### config.mk
export PLATFORM = sky130hd
export DESIGN_NAME = ad7656_sample_ctrl
export DESIGN_NICKNAME = d
export VERILOG_FILES = /design/src/rtl/ad7656_pkg.sv /design/src/rtl/ad7656_frame_buf.sv /design/src/rtl/ad7656_sample_ctrl.sv
export SDC_FILE = /design/constraint.sdc
export NUM_CORES = 1
export LEC_CHECK = 0
export CORE_UTILIZATION = 29
export CTS_CLUSTER_DIAMETER = 60
export CTS_CLUSTER_SIZE = 20
export DETAILED_ROUTE_END_ITERATION = 16
export HOLD_SLACK_MARGIN = 0.15
export PLACE_DENSITY_LB_ADDON = 0.2
export RECOVER_POWER = 25
export SLEW_MARGIN = 20
export SYNTH_ARGS = -nofsm -noshare
export SYNTH_HDL_FRONTEND = slang
export SYNTH_SLANG_ARGS = --single-unit
### constraint.sdc
create_clock -name sys_clk_i -period 3.1 [get_ports sys_clk_i]
set_input_delay 0.465 -clock sys_clk_i [delete_from_list [all_inputs] [get_ports sys_clk_i]]
set_output_delay 0.465 -clock sys_clk_i [all_outputs]
set_load 0.03 [all_outputs]
### src/rtl/ad7656_pkg.sv
// Shared types and constants for the AD7656 sample sequencing and averaging block.
// NUM_CH : number of converter channels per frame
// DATA_W : width of one channel sample
// CHAN_W : width of the output channel index
package ad7656_pkg;

    localparam int unsigned NUM_CH = 6;
    localparam int unsigned DATA_W = 16;
    localparam int unsigned CHAN_W = 3;

    typedef enum logic [0:0] {
        StIdle,
        StWaitDone
    } state_e;

    typedef logic signed [DATA_W-1:0] sample_t;
    typedef sample_t [NUM_CH-1:0] frame_t;

endpackage

### src/rtl/ad7656_frame_buf.sv
// Single-frame output buffer with a valid/ready serialiser.
// Ports:
//   sys_clk_i, rst_n_i : clock, asynchronous active-low reset
//   load_i, frame_i    : load a complete averaged frame (accepted only while empty)
//   full_o             : buffer holds a frame that has not been fully sent
//   m_valid_o/m_ready_i: stream handshake
//   m_data_o/m_chan_o/m_last_o : current word, its channel index, last-word flag
module ad7656_frame_buf
    import ad7656_pkg::*;
(
    input  logic              sys_clk_i,
    input  logic              rst_n_i,
    input  logic              load_i,
    input  frame_t            frame_i,
    output logic              full_o,
    output logic              m_valid_o,
    input  logic              m_ready_i,
    output logic [DATA_W-1:0] m_data_o,
    output logic [CHAN_W-1:0] m_chan_o,
    output logic              m_last_o
);

    frame_t              frame_q, frame_d;
    logic                full_q, full_d;
    logic [DATA_W-1:0]   data_q, data_d;
    logic [CHAN_W-1:0]   chan_q, chan_d;
    logic                last_q, last_d;
    logic [CHAN_W-1:0]   chan_nxt;

    always_comb begin
        frame_d  = frame_q;
        full_d   = full_q;
        data_d   = data_q;
        chan_d   = chan_q;
        last_d   = last_q;
        chan_nxt = chan_q + 1'b1;
        if (full_q) begin
            if (m_ready_i) begin
                if (last_q) begin
                    full_d = 1'b0;
                end else begin
                    // Pre-register the next word so data/chan/last are flop outputs.
                    chan_d = chan_nxt;
                    data_d = frame_q[chan_nxt];
                    last_d = (chan_nxt == CHAN_W'(NUM_CH - 1));
                end
            end
        end else if (load_i) begin
            frame_d = frame_i;
            full_d  = 1'b1;
            data_d  = frame_i[0];
            chan_d  = '0;
            last_d  = 1'b0;
        end
    end

    always_ff @(posedge sys_clk_i or negedge rst_n_i) begin
        if (!rst_n_i) begin
            frame_q <= '0;
            full_q  <= 1'b0;
            data_q  <= '0;
            chan_q  <= '0;
            last_q  <= 1'b0;
        end else begin
            frame_q <= frame_d;
            full_q  <= full_d;
            data_q  <= data_d;
            chan_q  <= chan_d;
            last_q  <= last_d;
        end
    end

    assign full_o    = full_q;
    assign m_valid_o = full_q;
    assign m_data_o  = data_q;
    assign m_chan_o  = chan_q;
    assign m_last_o  = last_q;

endmodule

### src/rtl/ad7656_sample_ctrl.sv
// AD7656 conversion sequencer and frame averager.
// Issues a periodic one-cycle start_flag_o, waits (bounded) for convst_done_i, accumulates
// 2^AVG_LOG2 six-channel frames, and streams the averaged frame over valid/ready.
// Ports:
//   sys_clk_i, rst_n_i         : clock, asynchronous active-low reset
//   enable_i                   : run enable; low idles and clears the averaging state
//   start_flag_o               : conversion request pulse to the read driver
//   convst_done_i, chN_data_i  : frame-complete pulse and the six channel samples
//   m_valid_o .. m_last_o      : averaged-sample stream, chan 0..5, last on chan 5
//   overrun_o                  : sticky, an averaged frame was dropped (buffer full)
//   timeout_cnt_o              : saturating count of lost conversions
module ad7656_sample_ctrl
    import ad7656_pkg::*;
#(
    parameter int unsigned PERIOD_CYC  = 1000,
    parameter int unsigned AVG_LOG2    = 2,
    parameter int unsigned TIMEOUT_CYC = 600
) (
    input  logic              sys_clk_i,
    input  logic              rst_n_i,
    input  logic              enable_i,
    output logic              start_flag_o,
    input  logic              convst_done_i,
    input  logic [DATA_W-1:0] ch1_data_i,
    input  logic [DATA_W-1:0] ch2_data_i,
    input  logic [DATA_W-1:0] ch3_data_i,
    input  logic [DATA_W-1:0] ch4_data_i,
    input  logic [DATA_W-1:0] ch5_data_i,
    input  logic [DATA_W-1:0] ch6_data_i,
    output logic              m_valid_o,
    input  logic              m_ready_i,
    output logic [DATA_W-1:0] m_data_o,
    output logic [CHAN_W-1:0] m_chan_o,
    output logic              m_last_o,
    output logic              overrun_o,
    output logic [15:0]       timeout_cnt_o
);

    localparam int unsigned ACC_W  = DATA_W + AVG_LOG2;
    localparam int unsigned FCNT_W = AVG_LOG2 + 1;
    localparam logic [15:0] PERIOD_LAST  = 16'(PERIOD_CYC - 1);
    localparam logic [15:0] TIMEOUT_LAST = 16'(TIMEOUT_CYC - 1);
    localparam logic [FCNT_W-1:0] FCNT_LAST = FCNT_W'((1 << AVG_LOG2) - 1);

    typedef logic signed [ACC_W-1:0] acc_t;

    state_e            state_q, state_d;
    logic [15:0]       period_q, period_d;
    logic [15:0]       to_cnt_q, to_cnt_d;
    logic [15:0]       tmo_cnt_q, tmo_cnt_d;
    logic              start_q, start_d;
    acc_t              acc_q [NUM_CH];
    acc_t              acc_d [NUM_CH];
    acc_t              sum   [NUM_CH];
    logic [FCNT_W-1:0] fcnt_q, fcnt_d;
    logic              load_q, load_d;
    frame_t            avg_q, avg_d;
    logic              overrun_q, overrun_d;
    logic              tick;
    logic              do_acc;
    logic              buf_full;
    sample_t           ch_in [NUM_CH];

    always_comb begin
        ch_in[0] = ch1_data_i;
        ch_in[1] = ch2_data_i;
        ch_in[2] = ch3_data_i;
        ch_in[3] = ch4_data_i;
        ch_in[4] = ch5_data_i;
        ch_in[5] = ch6_data_i;
    end

    assign tick = enable_i && (period_q == PERIOD_LAST);

    always_comb begin
        if (!enable_i || (period_q == PERIOD_LAST)) begin
            period_d = '0;
        end else begin
            period_d = period_q + 16'd1;
        end
    end

    always_comb begin
        state_d   = state_q;
        to_cnt_d  = to_cnt_q;
        tmo_cnt_d = tmo_cnt_q;
        start_d   = 1'b0;
        acc_d     = acc_q;
        fcnt_d    = fcnt_q;
        load_d    = 1'b0;
        avg_d     = avg_q;
        overrun_d = overrun_q;
        do_acc    = 1'b0;

        for (int i = 0; i < NUM_CH; i++) begin
            sum[i] = acc_q[i] + acc_t'(ch_in[i]);
        end

        unique case (state_q)
            StIdle: begin
                if (tick) begin
                    start_d  = 1'b1;
                    to_cnt_d = '0;
                    state_d  = StWaitDone;
                end
            end
            StWaitDone: begin
                // Done takes priority over a timeout expiring in the same cycle.
                if (convst_done_i) begin
                    do_acc  = 1'b1;
                    state_d = StIdle;
                end else if (to_cnt_q == TIMEOUT_LAST) begin
                    if (tmo_cnt_q != 16'hFFFF) begin
                        tmo_cnt_d = tmo_cnt_q + 16'd1;
                    end
                    state_d = StIdle;
                end else begin
                    to_cnt_d = to_cnt_q + 16'd1;
                end
            end
            default: state_d = StIdle;
        endcase

        if (do_acc) begin
            if (fcnt_q == FCNT_LAST) begin
                load_d = 1'b1;
                fcnt_d = '0;
                for (int i = 0; i < NUM_CH; i++) begin
                    // Top DATA_W bits of the full-width sum == arithmetic shift by AVG_LOG2,
                    // i.e. floor division; the sum cannot overflow ACC_W.
                    avg_d[i] = sum[i][ACC_W-1 -: DATA_W];
                    acc_d[i] = '0;
                end
            end else begin
                fcnt_d = fcnt_q + 1'b1;
                for (int i = 0; i < NUM_CH; i++) begin
                    acc_d[i] = sum[i];
                end
            end
        end

        if (load_q && buf_full) begin
            overrun_d = 1'b1;
        end

        if (!enable_i) begin
            state_d   = StIdle;
            start_d   = 1'b0;
            to_cnt_d  = '0;
            fcnt_d    = '0;
            load_d    = 1'b0;
            overrun_d = 1'b0;
            for (int i = 0; i < NUM_CH; i++) begin
                acc_d[i] = '0;
            end
        end
    end

    always_ff @(posedge sys_clk_i or negedge rst_n_i) begin
        if (!rst_n_i) begin
            state_q   <= StIdle;
            period_q  <= '0;
            to_cnt_q  <= '0;
            tmo_cnt_q <= '0;
            start_q   <= 1'b0;
            fcnt_q    <= '0;
            load_q    <= 1'b0;
            avg_q     <= '0;
            overrun_q <= 1'b0;
            for (int i = 0; i < NUM_CH; i++) begin
                acc_q[i] <= '0;
            end
        end else begin
            state_q   <= state_d;
            period_q  <= period_d;
            to_cnt_q  <= to_cnt_d;
            tmo_cnt_q <= tmo_cnt_d;
            start_q   <= start_d;
            fcnt_q    <= fcnt_d;
            load_q    <= load_d;
            avg_q     <= avg_d;
            overrun_q <= overrun_d;
            for (int i = 0; i < NUM_CH; i++) begin
                acc_q[i] <= acc_d[i];
            end
        end
    end

    ad7656_frame_buf u_frame_buf (
        .sys_clk_i (sys_clk_i),
        .rst_n_i   (rst_n_i),
        .load_i    (load_q),
        .frame_i   (avg_q),
        .full_o    (buf_full),
        .m_valid_o (m_valid_o),
        .m_ready_i (m_ready_i),
        .m_data_o  (m_data_o),
        .m_chan_o  (m_chan_o),
        .m_last_o  (m_last_o)
    );

    assign start_flag_o  = start_q;
    assign overrun_o     = overrun_q;
    assign timeout_cnt_o = tmo_cnt_q;

endmodule

After elaboration in Yosys (flattened, before gate mapping)
Cells that the tools add are included.
{ "word_totals": {"ff_bits": 376, "input_bits": 101} }
{ "classes": {"add_sub_neg": 11, "eq_ne": 12, "n_bitwise": 3, "n_mux": 44, "reduce_logical": 11, "n_lt_le_gt_ge": 1} }
{ "op_table": {"columns": ["cell", "n"], "rows": [
  ["$mux W108", 3],
  ["$mux W16", 10],
  ["$add A18 B16 Y18", 6],
  ["$add A16 B1 Y16 const B", 3],
  ["$bmux W16 S3", 1],
  ["$eq A16 B10 Y1 const B", 2],
  ["$pmux W16 S2", 1],
  ["$mux W1", 21],
  ["$mux W3", 7],
  ["$ne A16 B16 Y1 const B", 1],
  ["$ne A3 B3 Y1 const B", 3],
  ["$add A3 B1 Y3 const B", 2],
  ["$reduce_and A2 Y1", 3],
  ["$reduce_and A3 Y1", 2],
  ["$lt A3 B4 Y1 const B", 1],
  ["$ne A2 B1 Y1 const B", 2],
  ["$ne A2 B2 Y1 const B", 2],
  ["$reduce_and A4 Y1", 1],
  ["$eq A3 B2 Y1 const B", 1],
  ["$eq A3 B3 Y1 const B", 1],
  ["$not A1 Y1", 3],
  ["$logic_and A1 B1 Y1", 2],
  ["$pmux W1 S2", 1],
  ["$reduce_bool A2 Y1", 1],
  ["other kinds (2)", 2]
]} }

Depth between registers and ports, before layout
Gate-level depths: netlist (run 1).
{ "logic_depth": {"word_depth": 6, "mapped_depth": 12, "ltp_nobuf": 10} }

Modules after synthesis
Synthesis (run 1) repeated with hierarchy kept, for this count alone.
{ "unflattened": {"hier_cells": 2046, "hier_area_um2": 20012.9} }
{ "modules_own_cells": {"columns": ["mod", "instances", "seq_area_each_um2", "area_each_um2", "cells_each"], "rows": [
  ["ad7656_sample_ctrl", 1, 6481.2, 14370.0, 1476],
  ["ad7656_frame_buf", 1, 2927.8, 5642.9, 570]
]} }

Worst setup path before layout (run 1)
No wires, ideal clock.
{ "synth_path": {"kind": "register -> register", "startpoint": "register u_frame_buf.chan_q[0] (netlist: u_frame_buf.m_chan_o[0])", "endpoint": "register u_frame_buf.data_q[11] (netlist: u_frame_buf.m_data_o[11])", "arrival_ns": 2.932, "path_stages_with_launch": 13, "setup_time_ns": 0.135, "period_less_slack_ns": 3.067, "setup_slack_ns": 0.033, "n_path_buf": 5, "cell_sequence": "dfrtp_1 -> buf_2 -> buf_2 -> buf_2 -> inv_1 -> ha_1 -> clkbuf_1 -> clkbuf_1 -> mux4_2 -> nand2_1 -> o311ai_0 -> o21ai_0 -> o21ai_0"} }
{ "synth_via": {"elab_chain_cells": 6} }
{ "synth_rtl": {"columns": ["item", "line", "source"], "rows": [
  ["start, declared", "ad7656_frame_buf.sv:26", "logic [CHAN_W-1:0] chan_q, chan_d;"],
  ["start signal, assigned", "ad7656_frame_buf.sv:68", "chan_q <= chan_d;"],
  ["$add A3 B1 Y3", "ad7656_frame_buf.sv:36", "chan_nxt = chan_q + 1'b1;"],
  ["$bmux W16 S3", "ad7656_frame_buf.sv:44", "data_d = frame_q[chan_nxt];"],
  ["$mux W16 (implied by the code)", "ad7656_frame_buf.sv:44", null],
  ["$mux W16", "ad7656_frame_buf.sv:39", "if (last_q) begin"],
  ["$mux W16", "ad7656_frame_buf.sv:38", "if (m_ready_i) begin"],
  ["$mux W16", "ad7656_frame_buf.sv:37", "if (full_q) begin"],
  ["end signal, assigned", "ad7656_frame_buf.sv:67", "data_q <= data_d;"],
  ["end, declared", "ad7656_frame_buf.sv:25", "logic [DATA_W-1:0] data_q, data_d;"]
]} }
No other way between the ends. The select of a mux whose other input is x is not followed.
A chain may end at the register's enable or synchronous reset.

Worst setup path in the final report (run 1)
{ "layout_path": {"startpoint": "register acc_q[90] in the netlist's numbering", "endpoint": "register avg_q[14] in the netlist's numbering"} }
{ "layout_via": {"elab_chain_cells": 1} }
{ "layout_rtl": {"columns": ["item", "line", "source"], "rows": [
  ["start, declared", "ad7656_sample_ctrl.sv:52", "acc_t acc_q [NUM_CH];"],
  ["start signal, assigned by index", "ad7656_sample_ctrl.sv:184", "acc_q[i] <= acc_d[i];"],
  ["$add A18 B16 Y18", "ad7656_sample_ctrl.sv:96", "sum[i] = acc_q[i] + acc_t'(ch_in[i]);"],
  ["end signal, assigned", "ad7656_sample_ctrl.sv:181", "avg_q <= avg_d;"],
  ["end, declared", "ad7656_sample_ctrl.sv:57", "frame_t avg_q, avg_d;"]
]} }
No other way between the ends.

==> flow_metrics.tcl, run 1 <==
set metrics [dict create \
    finalMaxSlewViolations 86 \
    die-area_mm2 0.0686 \
    critical-path-top-delay-family "compound AO/OA/AOI/OAI gates" \
    grt_max_degree 98 \
    core.rowCount 94 \
    dp.cells 2898 \
    avgSynthCellArea_um2 10.2 \
    crit_required_ns 3.55 \
    async_flop_share_pct 100 \
    clk_latency_ns 0.58 \
    p_per_area_mw_per_mm2 451 \
    drc 0 \
    port_buffers 139 \
    ir_drop_mv 0.361 \
    cts_tree "done" \
    max_slew_margin_pct -47.5 \
    routedWlPerCell_um 17.5 \
    violations "max-capacitance violations, max-slew violations" \
    synth_edf_count 0 \
    final_cells 2973 \
    final_common_cell "dfrtp_1" \
    layout.nets 2293 \
    cts_htree_levels 2 \
    grt_first_pass_wirelength_um 83100 \
    initial_utilization_pct 29.5 \
    netlist.area_leader.share_pct 48.0 \
    synth_top_flop_cell "dfrtp_1" \
    fin_crit_sh_pct 88.7 \
    yosysUniqueCellTypes 65 \
    fp.dieH_um 262 \
    setup.worst_path.start_class "flop" \
    r2r_end "avg_q[14]" \
    finalHoldViolCount 0 \
    holdWs_ns 0.460 \
    ys_seq_elements 376 \
    critPathBufInv 0 \
    vias 14552 \
    worstHoldPathCells 1 \
    grt_usage_pct 15.3 \
    fillers 6652 \
    min_from "period_q[0]" \
    area_growth_pct 21.7 \
    postCtsSetupRepairBufs 0 \
    fmax_ghz 0.364 \
    grt_overflow 0 \
    numClockSinks 376 \
    synth_area_leaders "dfrtp_1 (48%), ha_1 (6.9%), o21ai_0 (6.9%)" \
    crit_arrival_ns 3.20 \
    power_mw 10.7 \
    clock_skew_ns 0.0361 \
    antenna_cells 0 \
    syn_area_mm2 0.0196 \
    ys_warn_count 0 \
    rsz0062_at_grt "false" \
    rr_worst_depth 10 \
    final_cell_mix "dfrtp_1 (375), nand2_1 (293), o21ai_0 (270)" \
    setup-violations-final 0 \
    drive_gt1_share_pct 13.2 \
    ios 140 \
    path_class "flop to flop" \
    max_stage_delay_ns 0.39 \
    wirelength_um 52100 \
    grt_pass1_vias 14684 \
    drt_iter0_markers 861 \
    reg2reg_slack_ns 0.35 \
    hp-class "flop to flop" \
    ys_seq_area_share_pct 48.0 \
    antenna_found_initial 2 \
    clockBufferDepth 3 \
    p_leak_nw 11.0 \
    gp_congestion 0.865 \
    status "finished with violations" \
    postRouteAntennaNets 0 \
    reg2reg_from "acc_q[90]" \
    clk_pin_slew_ns 0.07 \
    cp_slowest_cell "fa_1" \
    synth_top_area_cell "dfrtp_1" \
    tightestPinTransition_ns 2.21 \
    core_region_area_mm2 0.0663 \
    synth_nets 2128 \
    maxCapViolCount 1 \
    end_kind "flop" \
    hpwlAfterDp_um 37500 \
    syn_inst 1913 \
    firstDrtPassIters 4 \
    path_cells "ha_1 -> fa_1 -> a21oi_1 -> o21ai_0 -> o2111ai_1 -> a41oi_1 -> a211o_1 -> a31oi_1 -> xor2_1 -> o21ai_0" \
    crit_fanout 2 \
    cpMostUsedCell "o21ai_0" \
    whs_endpoint "period_q[0]" \
    vias_per_cell 4.89 \
    cts_buffers 41 \
    die_x_um 262 \
    cts.root.buffer_cell "clkbuf_16" \
    period_minus_slack_ns 2.75 \
]
[routing by layer]
layer  up-vias  track usage, %  share of wire (%)
met3        57            2.65                4.0
met1      7111            21.9                 49
li1       7162               -                  -
met5         -               0              0.025
met4         2            4.05                2.2
met2       220            23.9                 45
[power by group]
part	leakage (nW)	switching, mW	internal, mW
sequential	5.23	0.00264	4.90
clock	0.702	2.45	2.78
combinational	5.07	0.356	0.244
[cell usage after synthesis (all sizes together), types with 4 or more instances]
master  count
xor2       63
o22ai       4
dfrtp     376
and3       18
a21o       42
o311ai     18
or2         5
nor3b       4
nor2       75
fa          6
nand4      15
o211ai      5
clkbuf     73
nand3b      4
inv        31
a41oi       5
o21bai      9
mux2       99
nor3       16
o31ai       6
nand3      32
mux4       16
ha        108
a31oi      19
xnor2      71
o21a       10
a22o       15
and4        4
buf        13
nand2     293
a21oi      95
o21ai     273
nand2b     13
or3         8
a211oi      9
mux2i      17
nor2b      10
[final cells by class]
| class | instances | area [um2] | area share [%] |
|---|---|---|---|
| multi-input cells | 1419 | 9770 | 41.0 |
| clock inverters | 33 | 423 | 1.77 |
| clock buffers | 41 | 1030 | 4.30 |
| inverters | 32 | 120 | 0.504 |
| well taps | 864 | 1080 | 4.54 |
| repair buffers | 208 | 2010 | 8.43 |
| flip-flops and latches | 376 | 9410 | 39.5 |
[registers in the layout, indices dropped and copies added, names as in the netlist]
register	cells
acc_q	108
avg_q	96
u_frame_buf.frame_q	96
period_q	16
timeout_cnt_o	16
to_cnt_q	16
u_frame_buf.m_data_o	16
fcnt_q	3
u_frame_buf.m_chan_o	3
load_q	1
overrun_o	1
start_flag_o	1
state_q	1
u_frame_buf.full_o	1
u_frame_buf.m_last_o	1
[how the worst max path moves through the flow]
stage                                  startpoint                       end  slack (ns)  cells after the start
final                                   acc_q[90]                 avg_q[14]        0.35                     10
after global routing                      rst_n_i                 acc_q[39]        0.08                      3
after CTS                 u_frame_buf.m_chan_o[0]               m_chan_o[0]        0.27                      2
after detailed placement            ch1_data_i[0]                 avg_q[14]       -0.21                     11
after global placement              ch1_data_i[0]                acc_q[106]       -0.27                     11
after floorplan           u_frame_buf.m_chan_o[0]  u_frame_buf.m_data_o[11]        0.03                     12
[logic make-up (layout without fill, tap and decap cells)]
family                   after synthesis  after routing  synth area share [%]
AO/OA/AOI/OAI                        532            532                  16.3
XOR/XNOR                             134            134                  5.99
adder cells (fa/ha/maj)              114            114                  7.51
buffers and inverters                118            314                  2.33
flip-flops                           376            376                  48.0
multiplexers                         132            132                  8.40
AND/OR/NAND/NOR                      507            507                  11.5
[repair_timing]
action	4_1_cts	5_1_grt
hold endpoints to repair	78	0
hold buffers	1	0
resized for setup	0	0
[metrics by stage]
stage               worst slack (ns)  setup TNS [ns]  utilization, %  area (um2)
floorplan                     0.0327               0               -       19600
global placement              -0.272           -1.70            33.8       22400
detailed placement            -0.209           -2.09            33.8       22400
CTS                            0.274               0            36.0       23900
global route                  0.0777               0            35.9       23800
finish                         0.351               0            35.9       23800
No activity file was read; power rests on OpenSTA's default activity.
==> inputs of run 2 (changes only) <==
RECOVER_POWER = unset   (was 25)
==> run 2 against run 1 <==
  * The run now ends clean
  * Die area unchanged
  * Combinational power increased by 1%
  * Clock-buffer cell count unchanged
  * Largest cell class unchanged
  * Worst setup slack gained 0.0065 ns
  * Fmax increased by 0.24%
  * Power increased by 0.13%
  * Hold slack about the same
  * Utilization up 0.068 points
  * First-iteration DRC count up 2.4%
  * Clock skew barely moved
==> flow_metrics.tcl, run 2 (synthesis results as in run 1) <==
set metrics [dict create \
    clk_pin_slew_ns 0.07 \
    maxCapViolCount 0 \
    grt_first_pass_wirelength_um 83100 \
    fp.dieH_um 262 \
    path_class "flop to output port" \
    period_minus_slack_ns 2.74 \
    min_from "period_q[0]" \
    max_slew_margin_pct 48.3 \
    gp_congestion 0.865 \
    setup-violations-final 0 \
    clk_latency_ns 0.58 \
    port_buffers 139 \
    whs_endpoint "period_q[0]" \
    top_register "acc_q" \
    largest_registers "acc_q (108), avg_q (96), u_frame_buf.frame_q (96)" \
    fin_crit_sh_pct 88.5 \
    crit_arrival_ns 2.28 \
    initial_utilization_pct 29.5 \
    ctsHoldBuffers 1 \
    multi_input_area_mm2 0.00977 \
    cts_tree "done" \
    crit_required_ns 2.63 \
    grt_usage_pct 15.3 \
    grt_pass1_vias 14684 \
    cts_buffers 41 \
    vias_per_cell 4.88 \
    firstDrtPassIters 5 \
    postCtsSetupRepairBufs 0 \
    finalHoldViolCount 0 \
    clock_skew_ns 0.0365 \
    wirelength_um 52100 \
    tightestPinTransition_ns 0.776 \
    layout.nets 2293 \
    setup.worst_path.start_class "flop" \
    rr_worst_depth 10 \
    ir_drop_mv 0.361 \
    p_per_area_mw_per_mm2 450 \
    largest_reg_flops 108 \
    final_common_cell "dfrtp_1" \
    routedWlPerCell_um 17.5 \
    cts_htree_levels 2 \
    rsz0062_at_grt "false" \
    reg2reg_slack_ns 0.36 \
    die-area_mm2 0.0686 \
    p_leak_nw 11.0 \
    antenna_found_initial 2 \
    hpwlAfterDp_um 37500 \
    antenna_cells 0 \
    vias 14514 \
    die_x_um 262 \
    core_region_area_mm2 0.0663 \
    reg2reg_from "acc_q[90]" \
    ios 140 \
    area_growth_pct 21.9 \
    hp-class "flop to flop" \
    finalMaxSlewViolations 0 \
    fmax_ghz 0.365 \
    postRouteAntennaNets 0 \
    numClockSinks 376 \
    end_kind "output port" \
    grt_overflow 0 \
    crit_fanout 33 \
    r2r_end "avg_q[14]" \
    drc 0 \
    drive_gt1_share_pct 13.3 \
    grt_max_degree 98 \
    fillers 6641 \
    cts.root.buffer_cell "clkbuf_16" \
    final_cell_mix "dfrtp_1 (375), nand2_1 (293), o21ai_0 (270)" \
    status "complete, no violations" \
    postCtsResizedCells 0 \
    clockBufferDepth 3 \
    setup_tns_ns 0 \
    power_mw 10.8 \
    drt_iter0_markers 882 \
    worstHoldPathCells 1 \
    core.rowCount 94 \
    regArea_mm2 0.00941 \
]
==> run 2: cell types whose count changed in the layout (fill, tap and decap cells not counted) <==
cell and delta:
dlygate4sd3_1 -1, buf_2 -1, buf_12 +3, clkdlybuf4s50_1 +1, buf_8 +1, buf_4 +3, clkbuf_2 -2, clkbuf_1 -1
buf_6 -3
==> run 2: layout make-up <==
class                      count  share of cell area [%]
clock inverter                33                    1.77
tap                          864                    4.53
multi-input combinational   1419                    40.9
clock buffer                  41                    4.30
timing repair buffer         208                    8.60
inverter                      32                   0.503
sequential                   376                    39.4
==> run 2: through the flow <==
stage	setup slack, ns	hold slack [ns]	cell area (um2)	utilization, %	std cells
3_5_place_dp	-0.209	0.456	22400	33.8	2898
4_1_cts	0.274	0.465	23900	36.0	2973
5_1_grt	0.111	0.489	23900	36.0	2973
6_report	0.357	0.460	23900	36.0	2973
3_3_place_gp	-0.272	0.452	22400	33.8	2898
2_1_floorplan	0.0327	0.169	19600	-	1913
==> run 2: critical path, stage by stage, from the launching register on <==
cell	delay (ns)
dfrtp_2	0.38
buf_4	0.50
clkdlybuf4s50_1	0.82
==> run 2: layer usage <==
| metal | share of wire [%] | global-route usage (%) | vias to the layer above |
|---|---|---|---|
| li1 | - | - | 7165 |
| met1 | 49 | 21.9 | 7076 |
| met2 | 45 | 23.9 | 214 |
| met3 | 3.9 | 2.65 | 57 |
| met4 | 2.2 | 4.05 | 2 |
| met5 | 0.025 | 0 | - |
==> run 2: how the worst max path moves through the flow <==
stage                     slack (ns)  depth (start not counted)                       end               startpoint
final                           0.36                          2               m_chan_o[0]  u_frame_buf.m_chan_o[0]
after global routing            0.11                         10                 avg_q[14]                acc_q[90]
after CTS                       0.27                          2               m_chan_o[0]  u_frame_buf.m_chan_o[0]
after detailed placement       -0.21                         11                 avg_q[14]            ch1_data_i[0]
after global placement         -0.27                         11                acc_q[106]            ch1_data_i[0]
after floorplan                 0.03                         12  u_frame_buf.m_data_o[11]  u_frame_buf.m_chan_o[0]
==> run 2: report_power, final <==
part           internal [mW]  switching [mW]
Clock                   2.78            2.46
Sequential              4.90         0.00262
Combinational          0.250           0.358
Total                   7.94            2.82
